==> src/rtl/riscv_zero_fetch.sv <==
// riscv_zero instruction fetch: in-order imem requests, small registered
// instruction buffer toward decode, redirect flush with stale-response drop.
module riscv_zero_fetch #(
    parameter logic [63:0] RESET_PC   = 64'h0,
    parameter int          FIFO_DEPTH = 2,
    parameter int          CNT_W      = 2
) (
    input  logic        clk,
    input  logic        reset,
    output logic        imem_req_valid,
    input  logic        imem_req_ready,
    output logic [63:0] imem_req_addr,
    input  logic        imem_resp_valid,
    input  logic [31:0] imem_resp_data,
    input  logic        redirect_valid,
    input  logic [63:0] redirect_pc,
    output logic        inst_valid,
    input  logic        inst_ready,
    output logic [31:0] inst_data,
    output logic [63:0] pc_out
);
    localparam int             PTR_W   = (FIFO_DEPTH > 1) ? $clog2(FIFO_DEPTH) : 1;
    localparam logic [CNT_W:0] DEPTH_C = (CNT_W + 1)'(FIFO_DEPTH);
    localparam logic [31:0]    NOP     = 32'h00000013;

    logic [63:0]                 pc_q, pc_d;
    logic [63:0]                 resp_pc_q, resp_pc_d;
    logic [CNT_W-1:0]            cnt_q, cnt_d;
    logic [CNT_W-1:0]            infl_q, infl_d;
    logic [CNT_W-1:0]            drop_q, drop_d;
    logic [PTR_W-1:0]            rd_ptr_q, rd_ptr_d;
    logic [PTR_W-1:0]            wr_ptr_q, wr_ptr_d;
    logic [FIFO_DEPTH-1:0][31:0] data_q;
    logic [FIFO_DEPTH-1:0][63:0] fpc_q;

    logic           req_fire, resp_ok, push, pop;
    logic [CNT_W:0] occ;

    // Buffered plus outstanding never exceeds the buffer, so every response has a slot.
    assign occ            = {1'b0, cnt_q} + {1'b0, infl_q};
    assign imem_req_valid = !reset && (occ < DEPTH_C) && !redirect_valid;
    assign imem_req_addr  = pc_q;
    assign req_fire       = imem_req_valid && imem_req_ready;

    // A response with nothing outstanding (e.g. one orphaned by reset) is ignored.
    assign resp_ok = imem_resp_valid && (infl_q != '0);
    assign push    = resp_ok && (drop_q == '0) && !redirect_valid;

    assign inst_valid = (cnt_q != '0);
    assign pop        = inst_valid && inst_ready;
    assign inst_data  = inst_valid ? data_q[rd_ptr_q] : NOP;
    assign pc_out     = inst_valid ? fpc_q[rd_ptr_q] : 64'h0;

    always_comb begin
        pc_d      = pc_q;
        resp_pc_d = resp_pc_q;
        cnt_d     = cnt_q;
        drop_d    = drop_q;
        rd_ptr_d  = rd_ptr_q;
        wr_ptr_d  = wr_ptr_q;
        infl_d    = infl_q + CNT_W'(req_fire) - CNT_W'(resp_ok);
        if (req_fire) begin
            pc_d = pc_q + 64'd4;
        end
        if (redirect_valid) begin
            // No request fires this cycle, so everything still outstanding is stale.
            pc_d      = {redirect_pc[63:2], 2'b00};
            resp_pc_d = {redirect_pc[63:2], 2'b00};
            cnt_d     = '0;
            rd_ptr_d  = '0;
            wr_ptr_d  = '0;
            drop_d    = infl_d;
        end else begin
            if (resp_ok && (drop_q != '0)) begin
                drop_d = drop_q - CNT_W'(1);
            end
            if (push) begin
                resp_pc_d = resp_pc_q + 64'd4;
                wr_ptr_d  = wr_ptr_q + PTR_W'(1);
            end
            if (pop) begin
                rd_ptr_d = rd_ptr_q + PTR_W'(1);
            end
            cnt_d = cnt_q + CNT_W'(push) - CNT_W'(pop);
        end
    end

    always_ff @(posedge clk or posedge reset) begin
        if (reset) begin
            pc_q      <= RESET_PC;
            resp_pc_q <= RESET_PC;
            cnt_q     <= '0;
            infl_q    <= '0;
            drop_q    <= '0;
            rd_ptr_q  <= '0;
            wr_ptr_q  <= '0;
        end else begin
            pc_q      <= pc_d;
            resp_pc_q <= resp_pc_d;
            cnt_q     <= cnt_d;
            infl_q    <= infl_d;
            drop_q    <= drop_d;
            rd_ptr_q  <= rd_ptr_d;
            wr_ptr_q  <= wr_ptr_d;
        end
    end

    // Payload storage needs no reset; occupancy alone qualifies it.
    always_ff @(posedge clk) begin
        if (push) begin
            data_q[wr_ptr_q] <= imem_resp_data;
            fpc_q[wr_ptr_q]  <= resp_pc_q;
        end
    end

    always @(posedge clk) begin
        if (!reset) begin
            assert (!(push && ({1'b0, cnt_q} == DEPTH_C)))
                else $error("riscv_zero_fetch: push into full instruction buffer");
        end
    end

endmodule
==> config.mk <==
export PLATFORM = sky130hd
export DESIGN_NAME = riscv_zero_fetch
export DESIGN_NICKNAME = d
export VERILOG_FILES = /design/src/rtl/riscv_zero_fetch.sv
export SDC_FILE = /design/constraint.sdc
export NUM_CORES = 1
export LEC_CHECK = 0
export BUFFER_PORTS_ARGS = -buffer_cell sky130_fd_sc_hd__buf_2
export CORE_AREA = 4 4 174 176
export CTS_BUF_LIST = sky130_fd_sc_hd__clkbuf_4 sky130_fd_sc_hd__clkbuf_8
export DETAILED_ROUTE_END_ITERATION = 8
export DIE_AREA = 0 0 178 180
export PLACE_DENSITY = 0.85
export SLEW_MARGIN = 30
export SYNTH_ARGS = -nofsm -noshare
export SYNTH_HDL_FRONTEND = slang
export SYNTH_SLANG_ARGS = --single-unit
==> constraint.sdc <==
create_clock -name clk -period 6 [get_ports clk]
set_clock_uncertainty 0.15 [all_clocks]
set_input_delay 0.6 -clock clk [delete_from_list [all_inputs] [get_ports clk]]
set_output_delay 0.6 -clock clk [all_outputs]
set_load 0.02 [all_outputs]
; ---- Word level (Yosys, flattened, before mapping)
; Cells that the tools add are included.
[op_classes]
n_reduce_logical = 19
div_mod_pow = 0
bitwise = 0
mul = 0
n_shift = 0
mux = 23
add_sub_neg = 10
eq_ne = 0
n_lt_le_gt_ge = 4
[ops]
columns = op, count
row1 = two-way mux 64 bit, 8
row2 = "adder 64 x 3 -> 64 bit, second input constant", 2
row3 = bitwise mux 128 bit, 1
row4 = two-way mux 32 bit, 4
row5 = bitwise mux 64 bit, 1
row6 = demux 64 bit (select 1 bit), 1
row7 = demux 32 bit (select 1 bit), 1
row8 = nonzero test 2 bit, 7
row9 = logical AND 1 bit, 9
row10 = two-way mux 2 bit, 3
row11 = adder 2 x 1 -> 2 bit, 2
row12 = "less-than comparator 1 x 2 -> 1 bit, second input constant", 2
row13 = two-way mux 1 bit, 4
row14 = subtractor 2 x 1 -> 2 bit, 2
row15 = adder 2 x 2 -> 3 bit, 1
row16 = "less-than comparator 3 x 2 -> 1 bit, second input constant", 1
row17 = "adder 1 bit, second input constant", 2
row18 = logical NOT 1 bit, 2
row19 = logical NOT 2 bit, 1
row20 = "subtractor 2 x 1 -> 2 bit, second input constant", 1
row21 = ">= comparator 1 bit, second input constant", 1
[word_totals]
mem_bits_ro = 0
mem_count = 0
inputBits = 102
ramBits = 0
output_inout_bits = 162
latchBits = 0
reg_bits = 328

; ---- Depth between registers and ports, before layout
[depth]
depth_word = 8
ltp_mapped = 13
ltp_nobuf = 12

; ---- Worst setup path after synthesis
; Ideal clock, no wire load.
[synth_path]
kind = in2reg
from = input redirect_valid
to = register data_q[0] (netlist bit) (enable)
required_ps = 5303
stages = 6
arrival_time_ps = 5466
slack_ps = -163
path_buffers = 3
path_cell_list = clkbuf_1 > inv_2 > clkbuf_1 > buf_1 > nand2_1 > nor2_1
[synth_between]
elab_chain_len = 2
[synth_rtl]
columns = element, line
row1 = from (decl), 15  ; input logic redirect_valid,
row2 = logical NOT 1 bit, 47  ; assign push = resp_ok && (drop_q == '0) && !redirect_valid;
row3 = logical AND 1 bit, 47
row4 = "to (signal, indexed assignment)", 111  ; data_q[wr_ptr_q] <= imem_resp_data;
row5 = to (decl), 33  ; logic [FIFO_DEPTH-1:0][31:0] data_q;
; Every way passes these cells.
; A chain may end at the register's enable or synchronous reset.

; ---- Worst setup path in the final report
[layout_path]
from = register infl_q[0]
to = register drop_q[1]
[layout_between]
elab_chain_len = 8
elab_cells_between_ends = 12
cone_classes = add/sub: 3 / order compare: 1 / mux: 1 / reduce/logical: 7
[layout_rtl]
columns = element, line
row1 = from (decl), 29  ; logic [CNT_W-1:0] infl_q, infl_d;
row2 = from (signal assigned), 101  ; infl_q <= infl_d;
row3 = adder 2 x 2 -> 3 bit, 40  ; assign occ = {1'b0, cnt_q} + {1'b0, infl_q};
row4 = less-than comparator 3 x 2 -> 1 bit, 41  ; assign imem_req_valid = !reset && (occ < DEPTH_C) && !redirect_valid;
row5 = logical AND 1 bit (2 in a row), 41
row6 = logical AND 1 bit, 43  ; assign req_fire = imem_req_valid && imem_req_ready;
row7 = adder 2 x 1 -> 2 bit, 61  ; infl_d = infl_q + CNT_W'(req_fire) - CNT_W'(resp_ok);
row8 = subtractor 2 x 1 -> 2 bit *, 61
row9 = named net infl_d[1], 29
row10 = two-way mux 2 bit *, 65  ; if (redirect_valid) begin
row11 = to (signal assigned), 102  ; drop_q <= drop_d;
row12 = to (decl), 30  ; logic [CNT_W-1:0] drop_q, drop_d;
; Mark *: on every way through the listed nets, which the timed path passes. The rest lies on a longest branch.

==> out/qor.yml <==
r2r_setup_slack_ns: 2.15
yosysWarnings: 0
reg2regPathDepth: 12
vias: 11686
grt_pass1_vias: 11279
required_ns: 6.33
root_buffer: "clkbuf_8"
max_stage_delay_ns: 0.72
synth.distinct_cells: 56
worstMarginPinSlew_ns: 0.957
clkSinkCount: 320
coreArea_sq_um: 28600
max_cap_violations: 0
viasPerCell: 5.93
fin_area_sq_um: 17900
grt_usage: 0.244
peakVddDrop_v: 0.000233
critPathLaunch: "infl_q[0]"
drc: 0
io_buffers: 257
syn_to_final_growth_pct: 18.8
setup_viol: 0
clock_latency_ns: 0.57
r2r-start: "infl_q[0]"
routed_wl_um: 40400
grt_max_degree: 95
path_max_fanout: 7
holdWs_ns: 0.0364
powerDensity_nw_per_um2: 354
synth-edff-count: 188
synth_top_area_share: 0.374
worstPathCellList: "and2_1 -> fa_1 -> or4_1 -> nor2_1 -> inv_1 -> ha_1 -> inv_1 -> ha_1 -> xnor2_1 -> xnor2_1 -> nand2_1 -> o21ai_0"
globalplace.congestion: 0.954
htreeDepth: 2
hold_viol: 0
cp-end-kind: "flip-flop"
seq_area_frac_synth: 0.593
grt_setup_unrepaired: "no"
pre_cts_slack_ns: 2.21
clock_path_buffers: 3
drive_above_1_share: 0.271
clock.fmax_ghz: 0.259
yosys-top-cells-area: "edfxtp_1 (37%), dfrtp_1 (22%), mux2i_1 (6.5%)"
cts_buffers: 50
ios: 264
fin_util: 0.626
synthArstFlopShare: 0.413
cts_setup_buffers: 0
status: "finished clean"
drv_slew: 0
dp_cells: 1879
cts_tree: "done"
hold_path.class: "input port to async pin"
ys_seq_elements: 320
overflow: 0
worstSetupEndpoint: "drop_q[1]"
yosys_most_used_dff: "edfxtp_1"
start_util: 0.527
n_fill_cell: 2189
synthCells: 1278
yosysTopAreaCell: "edfxtp_1"
cts_resized: 0
layout_common_cells: "buf_2 (257), edfxtp_1 (188), nor2_1 (174)"
first_pass_iters: 5
die_width_um: 178
syn_area_sq_um: 15100
fp.dieH_um: 180
dpl_cell_area_sq_um: 16800
grt_pass1_wl_um: 62200
clkTransAtPathRegs_ns: 0.06
crit_path_start_kind: "flip-flop"
grt_antenna_before_repair: 2
critPathKind: "flip-flop to flip-flop"
cts-hold-fix-buffers: 0
period_needed_ns: 3.85
timing.final.ws_setup_ns: 2.15
syn-mean-instance-area_sq_um: 11.8
row_count: 62
drtIter0Drc: 1050
antenna_left: 0
dp_hpwl_um: 28300
p_leak_nw: 6.78
period_share: 0.642
cp_slowest_cell: "or4_1"
finalNetCount: 1658
finalNonFillerCells: 1971
p_total_mw: 6.35
layout_commonest_cell: "buf_2"
fin_setup_tns_ns: 0
slew_headroom: 0.362
cp.arrival_ns: 4.18
dieArea_sq_um: 32000
reg2reg_to: "drop_q[1]"
avgRoutedWirePerCell_um: 20.5
critical path: cells and delay by family (launching register included):
family	cells	cell delay, ns
AO/OA/AOI/OAI	1	0.11
XOR/XNOR	2	0.34
adder cells (fa/ha/maj)	3	1.03
buffers and inverters	2	0.21
flip-flops	1	0.45
AND/OR/NAND/NOR	4	1.47
kinds of logic after synthesis:
| kind of cell | Yosys count | share of synthesized area |
|---|---|---|
| AOI/OAI and AO/OA | 113 | 0.0515 |
| buffers and inverters | 82 | 0.0220 |
| xor gates and xnor gates | 77 | 0.0447 |
| DFF | 320 | 0.593 |
| other | 1 | 0.000248 |
| adders and majority gates | 8 | 0.00713 |
| muxes | 147 | 0.102 |
| and+or+nand+nor | 530 | 0.180 |
power by group:
| group | switching, mW | internal [mW] | total [mW] |
|---|---|---|---|
| sequential | 0.227 | 2.56 | 2.79 |
| clock | 0.828 | 1.09 | 1.91 |
| combinational | 1.07 | 0.579 | 1.65 |
final cells by class:
type	instances	area, sq um	share of cell area
clock inverters	18	165	0.00921
well taps	384	480	0.0268
diodes	1	2.50	0.000140
clock buffers	72	891	0.0497
inverters	25	101	0.00565
multi-input cells	879	5880	0.328
repair buffers	272	1450	0.0810
flip-flops and latches	320	8950	0.499
Yosys cell counts, types with 3 or more instances:
cell,instances
a211oi_1,12
a21boi_0,5
a21oi_1,19
a311oi_1,3
a31oi_1,17
and2_1,9
and3_1,15
and4_1,11
buf_1,15
buf_4,4
clkbuf_1,35
dfrtp_1,132
edfxtp_1,188
ha_1,7
inv_1,24
mux2_2,49
mux2i_1,98
nand2_1,66
nand2b_1,7
nand3_1,60
nand4_1,65
nor2_1,176
nor2b_1,5
nor3_1,32
nor4_1,35
nor4b_1,6
o211ai_1,3
o21a_1,12
o21ai_0,16
o31a_1,7
o31ai_1,11
or2_2,5
or3_1,13
or4_1,15
xnor2_1,56
xor2_1,21
state kept, by name, summed over array words and instances (netlist names):
name / count
wr_ptr_q: 1
resp_pc_q: 62
cnt_q: 2
fpc_q: 124
imem_req_addr: 62
rd_ptr_q: 1
drop_q: 2
data_q: 64
infl_q: 2
how the worst min path moves through the flow:
stage                                   from                 to  cells after the start
final                                  reset  imem_req_addr[22]                      2
after global routing      imem_resp_data[21]         data_q[53]                      1
after CTS                 imem_resp_data[21]         data_q[21]                      1
after detailed placement        resp_pc_q[8]           fpc_q[8]                      0
after global placement          resp_pc_q[8]           fpc_q[8]                      0
after floorplan                 resp_pc_q[8]          fpc_q[72]                      0
per-layer routing:
metal	up-vias	global-route usage	share of wire
met5	-	0	0
li1	5315	-	-
met3	102	0.0664	0.11
met4	0	0.0894	0.035
met2	613	0.369	0.45
met1	5656	0.340	0.41
(Power assumes the default switching activity.)
